[src/rtl/gfx_write_queue.sv]
// gfx_write_queue: host write buffer in the pixel_clk domain.
// Captures one entry per adapter host write (rising edge of either select),
// queues it, and replays it to the main module's host port with a cs/done
// handshake, issuing only while gfx_write_avail is high.
// Optional build macro: GFX_WRITE_QUEUE_STATS_EN enables the saturating
// dropped-write counter on q_drop_count (tied to zero otherwise).
module gfx_write_queue #(
   parameter int DEPTH = 8,
   parameter int PTR_W = 3
) (
   input  logic              pixel_clk,
   input  logic              reset,
   input  logic              up_vram_cs,
   input  logic              up_reg_cs,
   input  logic [13:1]       up_addr,
   input  logic [15:0]       up_data,
   output logic              up_ready,
   output logic              gfx_vram_cs,
   output logic              gfx_reg_cs,
   output logic [13:1]       gfx_addr,
   output logic [15:0]       gfx_data,
   input  logic              gfx_done,
   input  logic              gfx_write_avail,
   output logic [PTR_W:0]    q_count,
   output logic              q_overflow,
   output logic [7:0]        q_drop_count
);

   typedef enum logic [1:0] {
      ST_IDLE = 2'd0,
      ST_BUSY = 2'd1,
      ST_GAP  = 2'd2
   } state_e;

   typedef struct packed {
      logic        is_reg;
      logic [13:1] addr;
      logic [15:0] data;
   } entry_t;

   localparam logic [PTR_W:0] FULL_COUNT = (PTR_W+1)'(DEPTH);

   state_e             state_q, state_d;
   logic               prev_sel_q, prev_sel_d;
   logic [PTR_W-1:0]   wr_ptr_q, wr_ptr_d;
   logic [PTR_W-1:0]   rd_ptr_q, rd_ptr_d;
   logic [PTR_W:0]     count_q, count_d;
   logic               vram_cs_q, vram_cs_d;
   logic               reg_cs_q, reg_cs_d;
   logic [13:1]        addr_q, addr_d;
   logic [15:0]        data_q, data_d;
   logic               overflow_q, overflow_d;

   entry_t             mem_q [DEPTH];
   entry_t             up_entry;
   entry_t             head_entry;

   logic               sel;
   logic               push_req;
   logic               full;
   logic               push;
   logic               drop;
   logic               pop;

   // Push detection: one push per select rising edge; fullness judged before the edge.
   always_comb begin
      sel        = up_vram_cs | up_reg_cs;
      push_req   = sel & ~prev_sel_q;
      full       = (count_q == FULL_COUNT);
      push       = push_req & ~full;
      drop       = push_req & full;
      pop        = (state_q == ST_BUSY) & gfx_done;
      prev_sel_d = sel;
      // A dual select is treated as a register write.
      up_entry   = '{is_reg: up_reg_cs, addr: up_addr, data: up_data};
      head_entry = mem_q[rd_ptr_q];
   end

   // Queue bookkeeping: pointers wrap modulo DEPTH, count tracks occupancy.
   always_comb begin
      // NOTE: every always_comb output gets a default first so no latch is inferred.
      wr_ptr_d   = wr_ptr_q;
      rd_ptr_d   = rd_ptr_q;
      count_d    = count_q;
      overflow_d = overflow_q | drop;
      if (push) wr_ptr_d = wr_ptr_q + PTR_W'(1);
      if (pop)  rd_ptr_d = rd_ptr_q + PTR_W'(1);
      unique case ({push, pop})
         2'b10:   count_d = count_q + (PTR_W+1)'(1);
         2'b01:   count_d = count_q - (PTR_W+1)'(1);
         default: count_d = count_q;
      endcase
   end

   // Issue FSM next state and registered host-port outputs.
   always_comb begin
      state_d   = state_q;
      vram_cs_d = vram_cs_q;
      reg_cs_d  = reg_cs_q;
      addr_d    = addr_q;
      data_d    = data_q;
      unique case (state_q)
         ST_IDLE: begin
            if (count_q != '0 && gfx_write_avail) begin
               state_d   = ST_BUSY;
               addr_d    = head_entry.addr;
               data_d    = head_entry.data;
               reg_cs_d  = head_entry.is_reg;
               vram_cs_d = ~head_entry.is_reg;
            end
         end
         ST_BUSY: begin
            if (gfx_done) begin
               state_d   = ST_GAP;
               vram_cs_d = 1'b0;
               reg_cs_d  = 1'b0;
            end
         end
         ST_GAP: begin
            // Guarantees at least one low-cs cycle between writes.
            state_d = ST_IDLE;
         end
         default: begin
            state_d   = ST_IDLE;
            vram_cs_d = 1'b0;
            reg_cs_d  = 1'b0;
         end
      endcase
   end

   // Control and output registers, cleared asynchronously.
   always_ff @(posedge pixel_clk or posedge reset) begin
      // NOTE: sequential state uses non-blocking assignments so all flops update together.
      if (reset) begin
         state_q    <= ST_IDLE;
         prev_sel_q <= 1'b0;
         wr_ptr_q   <= '0;
         rd_ptr_q   <= '0;
         count_q    <= '0;
         vram_cs_q  <= 1'b0;
         reg_cs_q   <= 1'b0;
         addr_q     <= '0;
         data_q     <= '0;
         overflow_q <= 1'b0;
      end else begin
         state_q    <= state_d;
         prev_sel_q <= prev_sel_d;
         wr_ptr_q   <= wr_ptr_d;
         rd_ptr_q   <= rd_ptr_d;
         count_q    <= count_d;
         vram_cs_q  <= vram_cs_d;
         reg_cs_q   <= reg_cs_d;
         addr_q     <= addr_d;
         data_q     <= data_d;
         overflow_q <= overflow_d;
      end
   end

   // Entry storage, written on an accepted push.
   always_ff @(posedge pixel_clk) begin
      // NOTE: storage has no reset; an entry is only read after count says it was written.
      if (push) mem_q[wr_ptr_q] <= up_entry;
   end

`ifdef GFX_WRITE_QUEUE_STATS_EN
   logic [7:0] drop_count_q, drop_count_d;

   // Saturating count of dropped pushes.
   always_comb begin
      drop_count_d = drop_count_q;
      if (drop && drop_count_q != 8'hFF) drop_count_d = drop_count_q + 8'd1;
   end

   // Drop counter register, cleared only by reset.
   always_ff @(posedge pixel_clk or posedge reset) begin
      if (reset) drop_count_q <= 8'd0;
      else       drop_count_q <= drop_count_d;
   end

   assign q_drop_count = drop_count_q;
`else
   assign q_drop_count = 8'd0;
`endif

   assign up_ready    = (count_q < FULL_COUNT);
   assign gfx_vram_cs = vram_cs_q;
   assign gfx_reg_cs  = reg_cs_q;
   assign gfx_addr    = addr_q;
   assign gfx_data    = data_q;
   assign q_count     = count_q;
   assign q_overflow  = overflow_q;

endmodule

[config.mk]
export PLATFORM = sky130hd
export DESIGN_NAME = gfx_write_queue
export DESIGN_NICKNAME = d
export VERILOG_FILES = /design/src/rtl/gfx_write_queue.sv
export SDC_FILE = /design/constraint.sdc
export NUM_CORES = 1
export LEC_CHECK = 0
export ABC_AREA = 0
export CAP_MARGIN = 10
export CORE_MARGIN = 1
export CORE_UTILIZATION = 40
export DETAILED_ROUTE_END_ITERATION = 8
export GPL_ROUTABILITY_DRIVEN = 0
export GPL_TIMING_DRIVEN = 0
export SYNTH_ARGS = -nofsm -noshare
export SYNTH_HDL_FRONTEND = slang
export SYNTH_SLANG_ARGS = --single-unit
export TNS_END_PERCENT = 30
[constraint.sdc]
create_clock -name pixel_clk -period 10.4 [get_ports pixel_clk]
set_input_delay 1.56 -clock pixel_clk [delete_from_list [all_inputs] [get_ports pixel_clk]]
set_output_delay 1.56 -clock pixel_clk [all_outputs]
set_load 0.02 [all_outputs]
# Word-level counts from Yosys, hierarchy flattened
# Memory sizes are Yosys's and may differ from the RTL's.
# Index checks and enable logic that the tools add are counted.
classes:
  addsub: 4
  n_eq_ne: 7
  order_cmp: 1
  muxes: 11
  n_bitwise: 10
  reduce_logical: 7
ops:
  columns: ["op", "n"]
  rows:
  - ["$pmux 4 s2", 1]
  - ["$add 3x1->3 const B", 2]
  - ["$pmux 1 s3", 2]
  - ["$mux 1", 5]
  - ["$add 4x1->4 const B", 1]
  - ["$and 1x1->1", 4]
  - ["$eq 2x1->1 const B", 2]
  - ["$eq 2x2->1 const B", 2]
  - ["$eq 4x4->1 const B", 1]
  - ["$lt 4x4->1 const B", 1]
  - ["$mux 2", 2]
  - ["$ne 2x2->1 const B", 2]
  - ["$not 1->1", 4]
  - ["$pmux 2 s2", 1]
  - ["$reduce_and 2->1", 2]
  - ["$reduce_bool 4->1", 1]
  - ["$sub 4x1->4 const B", 1]
  - ["$reduce_and 3->1", 1]
  - ["$logic_not 2->1", 1]
  - ["$or 1x1->1", 2]
  - ["$reduce_bool 2->1", 1]
  - ["$logic_and 1x1->1", 1]
totals:
  mem_bits_rw: 240
  ff_bits: 45
  mem_count: 1
memory_table:
  columns: ["name", "words", "word_bits", "read_ports", "rd_clocked_by_memory_dff", "wr", "line", "rtl"]
  rows:
  - ["mem_q", 8, 30, 1, 0, 1, "54", "entry_t mem_q [DEPTH];"]

# Depth between registers and ports, before layout
# Gate-level depths: netlist of run 1.
logic_depth:
  depth_word: 5
  ltp_mapped: 10
  ltp_nobuf: 10

# Worst setup path after synthesis of run 1
# No wires, ideal clock.
synth_timing:
  kind: "in2reg"
  start: "input port up_reg_cs"
  end: "memory mem_q[0][0] in the netlist's numbering, enable pin"
  setup_ps: 455
  stages: 4
  slack_ps: 5724
  arrival_time_ps: 4222
  path_cell_list: "nor2_1 > a211oi_2 > nand2b_1 > nor3_1"
synth_via:
  elab_chain_len: 5
synth_lines:
  columns: ["element", "line", "rtl"]
  rows:
  - ["start: declaration", "14", "input logic up_reg_cs,"]
  - ["$or 1x1->1", "67", "sel = up_vram_cs | up_reg_cs;"]
  - ["$and 1x1->1", "68", "push_req = sel & ~prev_sel_q;"]
  - ["$and 1x1->1", "70", "push = push_req & ~full;"]
  - ["$mux 1", "162", "if (push) mem_q[wr_ptr_q] <= up_entry;"]
  - ["$mux 1 (not written as such)", "162", null]
  - ["end: declaration", "54", null]
# No other way between the ends.

# Worst setup path in the final report of run 1
layout_timing:
  start: "input port up_reg_cs"
  end: "memory mem_q[0][11] in the netlist's numbering, enable pin"
# The elaborated chain is that of the path after synthesis.

==> results.md, run 1 <==
- Endpoints failing hold: 0
- Sequential Area: 8330 sq um
- Drt drc: 0
- Final setup TNS: 0 ns
- CTS Buf Count: 29
- First-pass GRT wire length: 34.8 mm
- Total GRT Usage: 0.170
- Core area: 26800 sq um
- Outcome: finished, final reports clean
- Worst Path Arrival: ~4.4 ns
- IO buf count: 71
- Root Buffer: clkbuf_16
- Filler cell count: about 2200
- Max-slew headroom: 0.375
- Commonest non-fill, non-tap cell in the layout: edfxtp_1
- Worst Clk Skew: 0.0116 ns
- TritonCTS clock tree: built
- Total clock sinks: 285
- Post-synthesis sequential area ratio: 0.766
- Wire per inst: 22.2 um
- CTS resizes: 0
- Mapped Area: approximately 11000 sq um
- Die width: 167 um
- RSZ-0062 raised after global routing: no
- Reg power frac: 0.414
- Worst Setup End Kind: register
- Mapped Avg Cell Area: 20.5 sq um
- Total number of vias: approximately 5300
- Max capacitance violation total: 0
- Initial Utilization: 0.406
- Overflow after GRT: 0
- Most frequent cells in the layout: edfxtp_1, clkdlybuf4s50_1, mux4_2, dfrtp_1, nand2_1
- Share of cells above drive strength 1: 0.243
- Final period util: 0.399
- Crit path max fanout: 9
- Data required, critical path: 10.65 ns
- Largest net degree at the start of global routing: 37
- R2R depth: 6
- Tot Pwr: 3.54 mW
- Site Rows: 60
- VDD IR max: 0.162 mV
- RR Endpoint: mem_q[0][11]$_DFFE_PP_
- Critical path type: input pin to register
- Area of the multi-input gates: 2390 sq um
- Area Growth Syn to Fin: 22.0%
- Initial antenna violation count: 2
- Largest stage delay, worst path: 0.78 ns
- Post-route cell area: 13300 sq um
- Detailed placement HPWL: between 10 and 15 mm
- Final nets: 695
- Clock transition at path regs: 0.06 ns
- Max Slew Vio Count: 0
- Internal cell power: 2.48 mW
- Final Util: 0.495
- Hold WC Path Type: register to register
- CTS Buffer Depth: 3
- Hold path startpoint: gfx_data[0]$_DFFE_PP0P_
- N_diodes: 0
- Fmax: ~240 MHz
- CP Buf/Inv Count: 3
- I/O pins: 80
- Post-Synthesis Cells: 532
- Comb power frac: 0.303
- CP delay by family, top: simple AND/OR/NAND/NOR gates
- Worst hold slack: 0.478 ns
- # H-tree levels: 1
- # setup viols final: 0
- Worst slew pin tran: 0.933 ns
- Final WL: roughly 23 mm
- Post-CTS Setup Inserts: 0
- R2R Setup Slk: 7.54 ns
- Cts hold-fix bufs: 0
- Routed Antenna Nets: 0
- WHS Endpoint: gfx_data[0]$_DFFE_PP0P_
- Die area: ~28000 sq um
- R2R Path Start: q_count[1]$_DFFE_PP0P_
- Via/cell ratio: 5.15
- Leakage: about 4.6 nW
- Net Sw Power: 1.06 mW
- Switching power share of the total: 0.298
- First drt pass iteration count: 5
- Worst-Skew Late Latency: 0.54 ns
- Post-DP Area: 12300 sq um
- Worst-path cell chain: clkdlybuf4s50_1, nor2_1, a211oi_2, nand2b_1, nor3_2, buf_6, buf_6
- Synth warnings: 0
- Vias in the first global route: 5695
- WP depth: 7
- P per Cell Area: 267 nW/um^2
- Clock network fraction of total power: 0.284
- DRC marker count from the first detailed-route iteration: 428
- CP max-delay cell: nor3_2
- Seq cells post-synth: 285
- Worst hold path depth: 2
- Minimum clock period: 4.15 ns
- Critical Path Start Type: input pin
- Distinct cell type count after synthesis: 31
- Cell mode on critical path: buf_6
- Die Ht: 167 um
-- layer usage --
metal,vias to the layer above,track usage,share of wire
li1,2346,-,-
met1,2698,0.227,0.43
met2,165,0.286,0.50
met3,39,0.0345,0.056
met4,2,0.0399,0.020
met5,-,0,0.00053
-- power groups by stage --
stage          registers [mW]  logic [mW]  clock network [mW]
2_1_floorplan            1.55       0.618                   0
3_3_place_gp             1.48        1.05                   0
3_5_place_dp             1.49        1.10                   0
4_1_cts                  1.47        1.10                1.03
5_1_grt                  1.48        1.17                1.07
6_report                 1.46        1.07                1.00
-- kinds of logic after synthesis --
logic type	after synthesis	synth area share
simple gates	58	0.0223
fa+ha+maj	5	0.00575
buf+inv	40	0.0220
mux	93	0.154
compound gates	41	0.0232
flops	285	0.766
other cells	1	0.000344
xor+xnor	9	0.00724
-- worst reg2reg max path: stages (launching register included) --
cell      delay, ns
dfrtp_1        0.46
nor3_2         0.12
a211oi_2       0.45
nand2b_1       0.33
nor3_2         0.78
buf_6          0.27
buf_6          0.16
-- sequential cells by signal (all words and copies together) (netlist names) --
signal       cells
rd_ptr_q         3
gfx_vram_cs      1
gfx_reg_cs       1
state_q          2
prev_sel_q       1
q_overflow       1
q_count          4
gfx_data        16
wr_ptr_q         3
gfx_addr        13
mem_q          240
-- worst max path at each step --
stage | from | to
after floorplan | up_reg_cs | mem_q[0][0]$_DFFE_PP_
after global placement | up_reg_cs | mem_q[1][6]$_DFFE_PP_
after detailed placement | up_reg_cs | mem_q[0][28]$_DFFE_PP_
after CTS | up_reg_cs | mem_q[0][28]$_DFFE_PP_
after global routing | up_reg_cs | mem_q[0][28]$_DFFE_PP_
final | up_reg_cs | mem_q[0][11]$_DFFE_PP_
-- per-stage QoR --
step                cells  setup WS (ns)
finish               1019           6.25
global route         1019           6.00
CTS                  1019           6.19
detailed placement    965           5.63
global placement      951           2.59
floorplan             539           5.72
-- layout make-up --
cell class,instances,share of cell area
sequential,285,0.628
multi-input combinational,214,0.180
timing repair buffer,85,0.0712
clock buffer,35,0.0594
tap,341,0.0321
buffer,33,0.0160
clock inverter,19,0.0113
inverter,7,0.00198
-- cells in the mapped netlist --
master     number  share of area
a31oi_1         1        0.00058
inv_1           7         0.0024
o21ai_1         5         0.0023
ha_1            5         0.0057
a31o_2          1        0.00080
nand2_1        36          0.012
edfxtp_1      240           0.66
conb_1          1        0.00034
a2111o_1        1         0.0010
mux2i_1        31          0.029
nand2b_1        4         0.0023
dfrtp_1        45           0.10
xnor2_1         4         0.0032
a21oi_1         2        0.00092
nor2_1         12         0.0041
o21ai_0        27          0.012
xor2_1          5         0.0040
a2111oi_4       1         0.0025
nand3_1         1        0.00046
nor3_2          1        0.00092
a21o_1          1        0.00069
mux4_2         59           0.12
a31o_1          1        0.00080
nand3b_1        1        0.00069
buf_4          12         0.0083
a211oi_2        1         0.0011
clkbuf_1        6         0.0021
buf_2          11         0.0051
mux2_2          3         0.0031
buf_6           4         0.0041
nor3_1          3         0.0014
Power figures use the tool's default switching activity.
==> inputs of run 2 (changes only) <==
Clock period 10.4 ns to 3.8 ns, I/O delays scaled along.
==> results of run 2 <==
The final DEF is identical to that of run 1. Status: finished, final reports clean.
Main changes from that run: setup slack after placement 5.63 ns -> 0.0206 ns; setup slack after layout 6.25 ns -> 0.643 ns; hold slack 0.478 ns -> 0.291 ns; register-to-register setup slack 7.54 ns -> 0.94 ns; total power 3.54 mW -> 9.69 mW; worst IR drop on VDD 0.162 mV -> 0.443 mV
